`config.mk`:
```
export PLATFORM = sky130hd
export DESIGN_NAME = display_producto
export DESIGN_NICKNAME = d
export VERILOG_FILES = /design/src/rtl/display_producto_pkg.sv /design/src/rtl/display_producto_bin2bcd_secuencial.sv /design/src/rtl/display_producto.sv
export SDC_FILE = /design/constraint.sdc
export NUM_CORES = 1
export LEC_CHECK = 0
export CAP_MARGIN = 40
export CELL_PAD_IN_SITES_DETAIL_PLACEMENT = 2
export CELL_PAD_IN_SITES_GLOBAL_PLACEMENT = 2
export CORE_MARGIN = 3
export CORE_UTILIZATION = 39
export CTS_BUF_LIST = sky130_fd_sc_hd__clkbuf_8 sky130_fd_sc_hd__clkbuf_16
export DETAILED_ROUTE_END_ITERATION = 7
export HOLD_SLACK_MARGIN = 0.1
export PLACE_DENSITY = 0.87
export REMOVE_ABC_BUFFERS = 1
export SLEW_MARGIN = 10
export SYNTH_ARGS = -nofsm -noshare
export SYNTH_HDL_FRONTEND = slang
export SYNTH_SLANG_ARGS = --single-unit
```
`constraint.sdc`:
```
create_clock -name clk -period 3.9 [get_ports clk]
set_clock_uncertainty 0.05 [all_clocks]
set_input_delay 0.585 -clock clk [delete_from_list [all_inputs] [get_ports clk]]
set_output_delay 0.585 -clock clk [all_outputs]
set_load 0.01 [all_outputs]
```
`src/rtl/display_producto_pkg.sv`:
```
// Shared definitions for the product display path.
//   - default widths for the product and the number of digits
//   - conversion engine state encoding
//   - active-low 7-segment codes, ordered {g,f,e,d,c,b,a}, and the nibble-to-segment map
package display_producto_pkg;

    localparam int W_PROD_DEF      = 16;
    localparam int NUM_DIG_DEF     = 5;
    localparam int REFRESH_DIV_DEF = 50000;

    typedef enum logic {
        REPOSO    = 1'b0,
        CONVIERTE = 1'b1
    } estado_t;

    localparam logic [6:0] SEG_0     = 7'b1000000;
    localparam logic [6:0] SEG_1     = 7'b1111001;
    localparam logic [6:0] SEG_2     = 7'b0100100;
    localparam logic [6:0] SEG_3     = 7'b0110000;
    localparam logic [6:0] SEG_4     = 7'b0011001;
    localparam logic [6:0] SEG_5     = 7'b0010010;
    localparam logic [6:0] SEG_6     = 7'b0000010;
    localparam logic [6:0] SEG_7     = 7'b1111000;
    localparam logic [6:0] SEG_8     = 7'b0000000;
    localparam logic [6:0] SEG_9     = 7'b0010000;
    localparam logic [6:0] SEG_BLANK = 7'b1111111;

    // Non-decimal nibbles cannot come out of the converter, but they still
    // map to blank so the display never shows garbage.
    function automatic logic [6:0] nibble_a_seg(input logic [3:0] nib);
        logic [6:0] seg;
        case (nib)
            4'd0:    seg = SEG_0;
            4'd1:    seg = SEG_1;
            4'd2:    seg = SEG_2;
            4'd3:    seg = SEG_3;
            4'd4:    seg = SEG_4;
            4'd5:    seg = SEG_5;
            4'd6:    seg = SEG_6;
            4'd7:    seg = SEG_7;
            4'd8:    seg = SEG_8;
            4'd9:    seg = SEG_9;
            default: seg = SEG_BLANK;
        endcase
        return seg;
    endfunction

endpackage

```
`src/rtl/display_producto_bin2bcd_secuencial.sv`:
```
// Sequential binary-to-BCD converter (shift-add-3, one bit per clock).
//
// State   | Meaning
// --------+---------------------------------------------------------
// REPOSO  | idle, waiting for carga
// CONVIERTE | shifting; one input bit consumed per cycle, W_BIN cycles
//
// Ports:
//   clk, rst  - clock, asynchronous active-high reset
//   carga     - load strobe; restarts a conversion from any state
//   bin       - binary value captured on carga
//   bcd       - result of the current shift; valid as the final result while fin=1
//   ocupado   - conversion in progress
//   fin       - one-cycle strobe on the edge that performs the last shift
module bin2bcd_secuencial
    import display_producto_pkg::*;
#(
    parameter int W_BIN = W_PROD_DEF,
    parameter int N_DIG = NUM_DIG_DEF
) (
    input  logic                 clk,
    input  logic                 rst,
    input  logic                 carga,
    input  logic [W_BIN-1:0]     bin,
    output logic [4*N_DIG-1:0]   bcd,
    output logic                 ocupado,
    output logic                 fin
);

    localparam int CW = (W_BIN > 1) ? $clog2(W_BIN) : 1;

    estado_t               estado_q, estado_d;
    logic [W_BIN-1:0]      bin_q, bin_d;
    logic [4*N_DIG-1:0]    bcd_q, bcd_d;
    logic [CW-1:0]         cnt_q, cnt_d;

    logic [4*N_DIG-1:0]    ajustado;
    logic [4*N_DIG-1:0]    bcd_sh;
    logic [W_BIN-1:0]      bin_sh;

    always_ff @(posedge clk or posedge rst) begin
        if (rst) begin
            estado_q <= REPOSO;
            bin_q    <= '0;
            bcd_q    <= '0;
            cnt_q    <= '0;
        end else begin
            estado_q <= estado_d;
            bin_q    <= bin_d;
            bcd_q    <= bcd_d;
            cnt_q    <= cnt_d;
        end
    end

    always_comb begin
        ajustado = bcd_q;
        for (int i = 0; i < N_DIG; i++) begin
            if (bcd_q[i*4 +: 4] >= 4'd5) begin
                ajustado[i*4 +: 4] = bcd_q[i*4 +: 4] + 4'd3;
            end
        end
        bcd_sh = {ajustado[4*N_DIG-2:0], bin_q[W_BIN-1]};
        bin_sh = {bin_q[W_BIN-2:0], 1'b0};
    end

    always_comb begin
        estado_d = estado_q;
        bin_d    = bin_q;
        bcd_d    = bcd_q;
        cnt_d    = cnt_q;
        fin      = 1'b0;

        // A load always wins, even on the edge that would have finished:
        // the newest product replaces whatever was in flight.
        if (carga) begin
            estado_d = CONVIERTE;
            bin_d    = bin;
            bcd_d    = '0;
            cnt_d    = '0;
        end else if (estado_q == CONVIERTE) begin
            bcd_d = bcd_sh;
            bin_d = bin_sh;
            if (cnt_q == CW'(W_BIN-1)) begin
                estado_d = REPOSO;
                cnt_d    = '0;
                fin      = 1'b1;
            end else begin
                cnt_d = cnt_q + 1'b1;
            end
        end
    end

    // The top captures the result on the same edge as the last shift, so it
    // sees the shifted value rather than the register.
    assign bcd     = bcd_sh;
    assign ocupado = (estado_q == CONVIERTE);

endmodule

```
`src/rtl/display_producto.sv`:
```
// Product display stage: converts the multiplier result to decimal and
// drives a multiplexed common-anode 7-segment display with leading-zero blanking.
//
// Ports:
//   clk        - system clock
//   rst        - asynchronous active-high reset
//   em         - load strobe from the multiplier FSM (producto valid while high)
//   producto   - unsigned product
//   ocupado    - conversion in progress
//   listo      - the display holds a valid converted value
//   anodos     - digit enables, active-low, bit 0 = least significant digit
//   segmentos  - {g,f,e,d,c,b,a}, active-low
module display_producto
    import display_producto_pkg::*;
#(
    parameter int W_PROD      = W_PROD_DEF,
    parameter int NUM_DIG     = NUM_DIG_DEF,
    parameter int REFRESH_DIV = REFRESH_DIV_DEF
) (
    input  logic                clk,
    input  logic                rst,
    input  logic                em,
    input  logic [W_PROD-1:0]   producto,
    output logic                ocupado,
    output logic                listo,
    output logic [NUM_DIG-1:0]  anodos,
    output logic [6:0]          segmentos
);

    localparam int SCW = (REFRESH_DIV > 1) ? $clog2(REFRESH_DIV) : 1;
    localparam int DW  = (NUM_DIG > 1) ? $clog2(NUM_DIG) : 1;

    logic [4*NUM_DIG-1:0] bcd_res;
    logic                 fin;

    logic [4*NUM_DIG-1:0] disp_q, disp_d;
    logic                 listo_q, listo_d;
    logic [SCW-1:0]       scan_q, scan_d;
    logic [DW-1:0]        dig_q, dig_d;
    logic [NUM_DIG-1:0]   anodos_q, anodos_d;
    logic [6:0]           seg_q, seg_d;

    logic [NUM_DIG-1:0]   visible;
    logic                 hay_nz;
    logic [3:0]           sel_nib;
    logic                 sel_vis;

    bin2bcd_secuencial #(
        .W_BIN (W_PROD),
        .N_DIG (NUM_DIG)
    ) u_bin2bcd (
        .clk     (clk),
        .rst     (rst),
        .carga   (em),
        .bin     (producto),
        .bcd     (bcd_res),
        .ocupado (ocupado),
        .fin     (fin)
    );

    always_ff @(posedge clk or posedge rst) begin
        if (rst) begin
            disp_q   <= '0;
            listo_q  <= 1'b0;
            scan_q   <= '0;
            dig_q    <= '0;
            anodos_q <= '1;
            seg_q    <= SEG_BLANK;
        end else begin
            disp_q   <= disp_d;
            listo_q  <= listo_d;
            scan_q   <= scan_d;
            dig_q    <= dig_d;
            anodos_q <= anodos_d;
            seg_q    <= seg_d;
        end
    end

    // Display register: old value is held until a conversion actually finishes.
    always_comb begin
        disp_d  = fin ? bcd_res : disp_q;
        listo_d = listo_q | fin;
    end

    always_comb begin
        scan_d = scan_q;
        dig_d  = dig_q;
        if (scan_q == SCW'(REFRESH_DIV-1)) begin
            scan_d = '0;
            dig_d  = (dig_q == DW'(NUM_DIG-1)) ? '0 : dig_q + 1'b1;
        end else begin
            scan_d = scan_q + 1'b1;
        end
    end

    // A digit is visible if it or any more significant digit is nonzero;
    // digit 0 is always visible so zero reads as "0".
    always_comb begin
        hay_nz  = 1'b0;
        visible = '0;
        for (int i = NUM_DIG-1; i >= 0; i--) begin
            hay_nz     = hay_nz | (disp_d[i*4 +: 4] != 4'd0);
            visible[i] = hay_nz | (i == 0);
        end
    end

    always_comb begin
        sel_nib = '0;
        sel_vis = 1'b0;
        for (int i = 0; i < NUM_DIG; i++) begin
            if (dig_d == DW'(i)) begin
                sel_nib = disp_d[i*4 +: 4];
                sel_vis = visible[i];
            end
        end
    end

    // Outputs are built from next-state values and registered, so anode and
    // segment lines change together on one edge with no inter-digit glitch.
    always_comb begin
        anodos_d = '1;
        seg_d    = SEG_BLANK;
        if (listo_d) begin
            anodos_d = ~(NUM_DIG'(1) << dig_d);
            if (sel_vis) begin
                seg_d = nibble_a_seg(sel_nib);
            end
        end
    end

    assign listo     = listo_q;
    assign anodos    = anodos_q;
    assign segmentos = seg_q;

endmodule

```
==> impl_metrics.env, run 1 <==
export IMPL_ant_nets=0
export IMPL_number_of_global_route_vias_before_repair=4385
export IMPL_timing_rr_end="segmentos[6]$_DFF_PP1_"
export IMPL_cts_sinks=93
export IMPL_routed_wire_length_per_instance_um=19.4
export IMPL_detailed_place_hpwl_mm=9.84
export IMPL_synth_seq_cells=93
export IMPL_tritoncts_clock_tree="yes"
export IMPL_h_tree_depth=3
export IMPL_max_slew_worst_pin_slew_ns=0.792
export IMPL_synth_cell_area_sq_um=4980
export IMPL_grt_setup_unrepaired="false"
export IMPL_finalCritPeriodShare_pct=93.7
export IMPL_grt_first_pass_wirelength_mm=23.2
export IMPL_worstPathBufferInverterCount=1
export IMPL_avgViaCountPerCell=5.49
export IMPL_synth_yosys_seq_area_share_pct=47.0
export IMPL_critical_path_peak_fanout=6
export IMPL_worst_r2r_cell_count=9
export IMPL_drc_errors=0
export IMPL_nFillCells=1278
export IMPL_regToRegSetupSlack_ns=0.25
export IMPL_final_layout_size_suffix_gt1_share_pct=12.9
export IMPL_min_to="scan_q[0]$_DFF_PP0_"
export IMPL_postCtsSetupBuffers=0
export IMPL_syn2layout_area_growth_pct=15.9
export IMPL_initial_util_pct=40.6
export IMPL_finalNetCount=567
export IMPL_cts_hold_repair_buffers=0
export IMPL_io_buffer_count=32
export IMPL_synth_main_ff_cell="sky130_fd_sc_hd__dfrtp_1"
export IMPL_drt_wl_total_mm=13.6
export IMPL_dpl_instance_area_sq_um=5510
export IMPL_hold_worst_slack_ns=0.422
export IMPL_antenna_diode_count=0
export IMPL_core_rowCount=40
export IMPL_cp_slowest_stage_delay_ns=0.59
export IMPL_worstSetupPathType="register to register"
export IMPL_timing_rr_start="scan_q[11]$_DFF_PP0_"
export IMPL_postLayoutCellArea_sq_um=5770
export IMPL_cp_end_kind="register"
export IMPL_timing_hold_worst_start="scan_q[0]$_DFF_PP0_"
export IMPL_cts_root_buffer="sky130_fd_sc_hd__clkbuf_16"
export IMPL_post_synth_cell_area_avg_sq_um=10.1
export IMPL_maxSlewViolCount=0
export IMPL_netlist_cell_type_count=59
export IMPL_core_ar_sq_um=12300
export IMPL_worst_path_stages=9
export IMPL_finalHoldViolCount=0
export IMPL_worst_endpoint_arrival_ns=3.86
export IMPL_max_slew_margin_pct=46.5
export IMPL_grt_max_degree=58
export IMPL_path_delay_family="compound AO/OA/AOI/OAI gates"
export IMPL_worstHoldPathCells=1
export IMPL_max_cap_viol_count=0
export IMPL_max_clock_path_buffers=2
export IMPL_synth_edf_count=0
export IMPL_clock_input_transition_at_the_sequential_cells_of_the_worst_setup_and_hold_paths_ns=0.07
export IMPL_final_cell_count_no_fill=701
export IMPL_cp_start_kind="register"
export IMPL_die_area_sq_um=14200
export IMPL_fp_dieW_um=119
export IMPL_numCtsBuffers=9
export IMPL_p_leak_nw=2.74
export IMPL_grt_antenna_before_repair=0
export IMPL_outcome="completed"
export IMPL_drt_iter0_drc=110
export IMPL_hold_path_class="register to register"
export IMPL_period_minus_slack_ns=3.65
export IMPL_global_route_usage_total_pct=20.3
export IMPL_routed_via_count=3851
export IMPL_synth_async_reset_ratio_pct=100
export IMPL_syn_instance_count=494
export IMPL_yosysWarnings=0
export IMPL_fmax_mhz=274
export IMPL_power_per_cell_area_nw_per_um2=334
export IMPL_dieHeight_um=119
export IMPL_drt_first_pass_iters=4
export IMPL_slowest_stage="sky130_fd_sc_hd__or4b_4"
export IMPL_clock_latency_ns=0.35
export IMPL_placed_cells=686
export IMPL_ir_drop_v=0.000202
export IMPL_worstPathRequired_ns=4.11
export IMPL_setup_viol_count_final=0
export IMPL_grt_overflow_total=0
export IMPL_routabilityCongestion=0.906
export IMPL_ios=33
export IMPL_critical_path_cell_chain="or4b_4, nor4_4, mux2i_2, inv_2, a2111oi_1, a41o_2, o311ai_0, a2111oi_0, a21oi_1"
[state kept, by name, summed over array words and instances, names as in the netlist]
name	flops
disp_q	20
u_bin2bcd.bcd_q	20
scan_q	16
u_bin2bcd.bin_q	16
segmentos	7
anodos	5
u_bin2bcd.cnt_q	4
dig_q	3
listo	1
u_bin2bcd.ocupado	1
[timing repair]
action,in CTS,in global routing
hold endpoints to repair,0,0
resized for setup,0,2
endpoints found under the setup margin,0,1
[worst reg2reg max path: cells and delay by family (launching register included)]
family,cells,cell delay [ns]
AOI/OAI and AO/OA,5,1.60
buffers and inverters,1,0.12
DFF,1,0.44
muxes,1,0.41
and+or+nand+nor,2,0.94
[worst max path at each step]
| stage | start | to |
|---|---|---|
| after floorplan | u_bin2bcd.ocupado$_DFF_PP0_ | segmentos[0]$_DFF_PP1_ |
| after detailed placement | scan_q[11]$_DFF_PP0_ | segmentos[6]$_DFF_PP1_ |
| after global placement | scan_q[11]$_DFF_PP0_ | segmentos[6]$_DFF_PP1_ |
| after global routing | scan_q[11]$_DFF_PP0_ | segmentos[6]$_DFF_PP1_ |
| final | scan_q[11]$_DFF_PP0_ | segmentos[6]$_DFF_PP1_ |
| after CTS | scan_q[11]$_DFF_PP0_ | segmentos[6]$_DFF_PP1_ |
[Yosys cell counts, types with 4 or more instances]
| cell | n | area share (%) |
|---|---|---|
| sky130_fd_sc_hd__a21o_1 | 5 | 0.75 |
| sky130_fd_sc_hd__ha_1 | 19 | 4.8 |
| sky130_fd_sc_hd__nor2_1 | 41 | 3.1 |
| sky130_fd_sc_hd__mux2i_1 | 37 | 7.4 |
| sky130_fd_sc_hd__dfstp_2 | 12 | 6.3 |
| sky130_fd_sc_hd__inv_1 | 21 | 1.6 |
| sky130_fd_sc_hd__a211oi_1 | 11 | 1.7 |
| sky130_fd_sc_hd__and2_1 | 4 | 0.50 |
| sky130_fd_sc_hd__dfrtp_1 | 81 | 41 |
| sky130_fd_sc_hd__mux2_2 | 10 | 2.3 |
| sky130_fd_sc_hd__xor2_1 | 10 | 1.8 |
| sky130_fd_sc_hd__nand2b_1 | 10 | 1.3 |
| sky130_fd_sc_hd__nor3b_1 | 10 | 1.5 |
| sky130_fd_sc_hd__xnor2_1 | 10 | 1.8 |
| sky130_fd_sc_hd__o211ai_1 | 6 | 0.90 |
| sky130_fd_sc_hd__or2_2 | 4 | 0.50 |
| sky130_fd_sc_hd__and3_1 | 6 | 0.75 |
| sky130_fd_sc_hd__a21oi_1 | 26 | 2.6 |
| sky130_fd_sc_hd__nand3_1 | 18 | 1.8 |
| sky130_fd_sc_hd__o21ai_0 | 42 | 4.2 |
| sky130_fd_sc_hd__clkbuf_1 | 17 | 1.3 |
| sky130_fd_sc_hd__nand2_1 | 45 | 3.4 |
[layout by cell type (no fill, tap or decap), types with 3 or more instances in the layout]
cell,count
sky130_fd_sc_hd__dfrtp_1,80
sky130_fd_sc_hd__nand2_1,45
sky130_fd_sc_hd__o21ai_0,42
sky130_fd_sc_hd__nor2_1,41
sky130_fd_sc_hd__mux2i_1,36
sky130_fd_sc_hd__clkdlybuf4s50_1,31
sky130_fd_sc_hd__a21oi_1,26
sky130_fd_sc_hd__inv_1,23
sky130_fd_sc_hd__ha_1,19
sky130_fd_sc_hd__nand3_1,18
sky130_fd_sc_hd__dfstp_2,12
sky130_fd_sc_hd__a211oi_1,11
sky130_fd_sc_hd__nand2b_1,10
sky130_fd_sc_hd__nor3b_1,10
sky130_fd_sc_hd__xor2_1,10
sky130_fd_sc_hd__mux2_2,10
sky130_fd_sc_hd__xnor2_1,10
sky130_fd_sc_hd__buf_4,10
sky130_fd_sc_hd__clkbuf_16,9
sky130_fd_sc_hd__o211ai_1,6
sky130_fd_sc_hd__and3_1,6
sky130_fd_sc_hd__a21o_1,5
sky130_fd_sc_hd__or2_2,4
sky130_fd_sc_hd__and2_1,4
sky130_fd_sc_hd__clkinv_2,4
sky130_fd_sc_hd__nor3_1,3
sky130_fd_sc_hd__nor4_1,3
[power by group]
group	switching, mW	internal, mW
Combinational	0.0753	0.0538
Clock	0.351	0.437
Sequential	0.0204	0.992
[per-stage QoR]
step	power [mW]	TNS [ns]	util [%]	setup WS, ns
5_1_grt	2.02	0	47.1	0.0499
2_1_floorplan	1.10	-2.23	-	-0.339
6_report	1.93	0	47.1	0.245
3_3_place_gp	1.15	0	44.9	0.509
3_5_place_dp	1.16	0	44.9	0.176
4_1_cts	1.96	0	47.0	0.0654
[layer usage]
layer | share of wire (%) | GRT usage (%) | up-vias
li1 | - | - | 1809
met1 | 43 | 24.5 | 1972
met2 | 53 | 36.4 | 49
met3 | 2.0 | 2.85 | 21
met4 | 2.3 | 8.25 | 0
met5 | 0 | 0 | -
[final cells by class]
cell class | count | area, sq um | area share [%]
Clock buffer | 10 | 239 | 4.14
Clock inverter | 5 | 21.3 | 0.368
Inverter | 24 | 95.1 | 1.65
Multi-Input combinational cell | 359 | 2470 | 42.8
Sequential cell | 93 | 2340 | 40.6
Tap cell | 168 | 210 | 3.64
Timing Repair Buffer | 42 | 390 | 6.76
[cell families after synthesis]
logic type      after synthesis  synth area share [%]
xor+xnor                     20                  3.52
fa+ha+maj                    19                  4.77
simple gates                160                  17.0
compound gates              113                  14.6
buf+inv                      42                  3.39
mux                          47                  9.70
flops                        93                  47.0
No activity file was read; power rests on OpenSTA's default activity.
==> run 2, diff against run 1 <==
Clock period 3.9 ns to 3.8 ns, I/O delays scaled along.
==> impl_metrics.env, run 2 (synthesized netlist as in run 1, its figures left out) <==
export IMPL_outcome="completed"
export IMPL_max_slew_margin_pct=47.9
export IMPL_finalNetCount=567
export IMPL_period_minus_slack_ns=3.68
export IMPL_hold_path_class="register to register"
export IMPL_worstSetupPathType="register to register"
export IMPL_layout_top_registers="disp_q: 20 flops, u_bin2bcd.bcd_q: 20 flops"
export IMPL_worstPathRequired_ns=4.01
export IMPL_worst_setup_slack_post_dpl_ns=0.0544
export IMPL_postCtsSetupBuffers=0
export IMPL_routed_via_count=3940
export IMPL_numCtsBuffers=9
export IMPL_maxSlewViolCount=0
export IMPL_intPower_mw=1.59
export IMPL_utilization_pct=47.7
export IMPL_routabilityCongestion=0.868
export IMPL_worst_r2r_cell_count=13
export IMPL_worstHoldPathCells=1
export IMPL_die_area_sq_um=14200
export IMPL_h_tree_depth=3
export IMPL_p_comb_share_pct=6.7
export IMPL_core_ar_sq_um=12300
export IMPL_drc_errors=0
export IMPL_antenna_diode_count=0
export IMPL_fp_dieW_um=119
export IMPL_ios=33
export IMPL_cts_hold_repair_buffers=0
export IMPL_postLayoutCellArea_sq_um=5850
export IMPL_io_buffer_count=32
export IMPL_cts_root_buffer="sky130_fd_sc_hd__clkbuf_16"
export IMPL_layout_cells_most_common="sky130_fd_sc_hd__dfrtp_1"
export IMPL_routed_wire_length_per_instance_um=20.7
export IMPL_max_clock_path_buffers=2
export IMPL_finalCritPeriodShare_pct=96.9
export IMPL_grt_setup_unrepaired="false"
export IMPL_drt_wl_total_mm=14.5
export IMPL_global_route_usage_total_pct=21.3
export IMPL_final_layout_size_suffix_gt1_share_pct=13.7
export IMPL_grt_first_pass_wirelength_mm=23.9
export IMPL_clockPowerShare_pct=42.9
export IMPL_cp_start_kind="register"
export IMPL_dpl_instance_area_sq_um=5530
export IMPL_drt_first_pass_iters=4
export IMPL_p_leak_nw=2.76
export IMPL_setup_slack_ns=0.117
export IMPL_power_net_switching_mw=0.477
export IMPL_share_of_total_power_in_sequential_cells_pct=50.4
export IMPL_avgViaCountPerCell=5.61
export IMPL_grt_max_degree=58
export IMPL_fmax_mhz=272
export IMPL_grt_antenna_before_repair=0
export IMPL_grt_overflow_total=0
export IMPL_regToRegSetupSlack_ns=0.12
export IMPL_drt_iter0_drc=183
export IMPL_timing_rr_start="scan_q[11]$_DFF_PP0_"
export IMPL_tritoncts_clock_tree="yes"
export IMPL_max_slew_worst_pin_slew_ns=0.771
export IMPL_number_of_global_route_vias_before_repair=4393
export IMPL_layout_common_cells="sky130_fd_sc_hd__dfrtp_1, sky130_fd_sc_hd__nand2_1, sky130_fd_sc_hd__o21ai_0"
export IMPL_power_switching_fraction_pct=23.1
export IMPL_max_cap_viol_count=0
export IMPL_initial_util_pct=40.6
export IMPL_detailed_place_hpwl_mm=10.2
export IMPL_finalHoldViolCount=0
export IMPL_ant_nets=0
export IMPL_cp_end_kind="register"
export IMPL_core_rowCount=40
export IMPL_timing_hold_worst_start="scan_q[0]$_DFF_PP0_"
export IMPL_critical_path_peak_fanout=6
export IMPL_ir_drop_v=0.000224
export IMPL_dieHeight_um=119
export IMPL_hold_worst_slack_ns=0.405
export IMPL_clock_latency_ns=0.35
export IMPL_cts_sinks=93
export IMPL_setup_viol_count_final=0
export IMPL_nFillCells=1279
export IMPL_syn2layout_area_growth_pct=17.5
export IMPL_min_to="scan_q[0]$_DFF_PP0_"
export IMPL_power_per_cell_area_nw_per_um2=352
export IMPL_worst_endpoint_arrival_ns=3.89
export IMPL_timing_rr_end="segmentos[3]$_DFF_PP1_"
export IMPL_clock_input_transition_at_the_sequential_cells_of_the_worst_setup_and_hold_paths_ns=0.06
==> run 2: final cells by class <==
| class | count | area [sq um] | share of cell area (%) |
|---|---|---|---|
| well taps | 168 | 210 | 3.59 |
| flip-flops and latches | 93 | 2340 | 40.0 |
| inverters | 24 | 95.1 | 1.62 |
| clock buffers | 13 | 280 | 4.79 |
| clock inverters | 3 | 11.3 | 0.192 |
| repair buffers | 42 | 415 | 7.10 |
| multi-input cells | 359 | 2500 | 42.7 |
==> run 2: worst max-delay path, stage by stage (launching register included) <==
cell and delay (ns):
sky130_fd_sc_hd__dfrtp_1 0.45, sky130_fd_sc_hd__or4b_4 0.59, sky130_fd_sc_hd__nor4_4 0.37, sky130_fd_sc_hd__mux2i_2 0.37, sky130_fd_sc_hd__clkinv_2 0.19, sky130_fd_sc_hd__nor2_1 0.22
sky130_fd_sc_hd__buf_4 0.18, sky130_fd_sc_hd__o211ai_1 0.10, sky130_fd_sc_hd__o211ai_2 0.19, sky130_fd_sc_hd__inv_1 0.16, sky130_fd_sc_hd__ha_1 0.36, sky130_fd_sc_hd__inv_1 0.09
sky130_fd_sc_hd__mux2i_1 0.08, sky130_fd_sc_hd__o211ai_1 0.20
==> run 2: power by group through the flow <==
stage                     Combinational, mW  Clock [mW]  Sequential [mW]
after floorplan                      0.0738           0             1.05
after global placement                0.125           0             1.05
after detailed placement              0.139           0             1.06
after CTS                             0.142       0.910             1.04
after global routing                  0.158       0.950             1.04
final                                 0.138       0.885             1.04
==> run 2: what timing repair did <==
| item | 4_1_cts | 5_1_grt |
|---|---|---|
| endpoints found under the hold margin | 0 | 0 |
| gates resized for setup | 1 | 5 |
| setup endpoints to repair | 2 | 4 |
| cloned | 0 | 0 |
| pin swaps | 0 | 0 |
==> run 2: worst max path at each step <==
stage / from / to / slack (ns) / cells after the start
2_1_floorplan: u_bin2bcd.ocupado$_DFF_PP0_ / segmentos[0]$_DFF_PP1_ / -0.44 / 7
3_3_place_gp: scan_q[11]$_DFF_PP0_ / segmentos[6]$_DFF_PP1_ / 0.34 / 9
3_5_place_dp: scan_q[11]$_DFF_PP0_ / segmentos[3]$_DFF_PP1_ / 0.05 / 12
4_1_cts: scan_q[11]$_DFF_PP0_ / segmentos[3]$_DFF_PP1_ / 0.06 / 12
5_1_grt: scan_q[11]$_DFF_PP0_ / segmentos[3]$_DFF_PP1_ / 0.0005 / 13
6_report: scan_q[11]$_DFF_PP0_ / segmentos[3]$_DFF_PP1_ / 0.12 / 13
==> run 2: routing by layer <==
layer  wire length [um]  global-route usage [%]
met2               7590                    37.4
met5                  0                       0
met1               6200                    26.0
met4                361                    7.89
met3                395                    3.75
==> run 2: per-stage QoR <==
step                power [mW]  std cells  setup TNS (ns)
floorplan                 1.12        476           -2.93
global placement          1.18        685               0
detailed placement        1.20        686               0
CTS                       2.09        702               0
global route              2.15        702               0
finish                    2.06        702               0
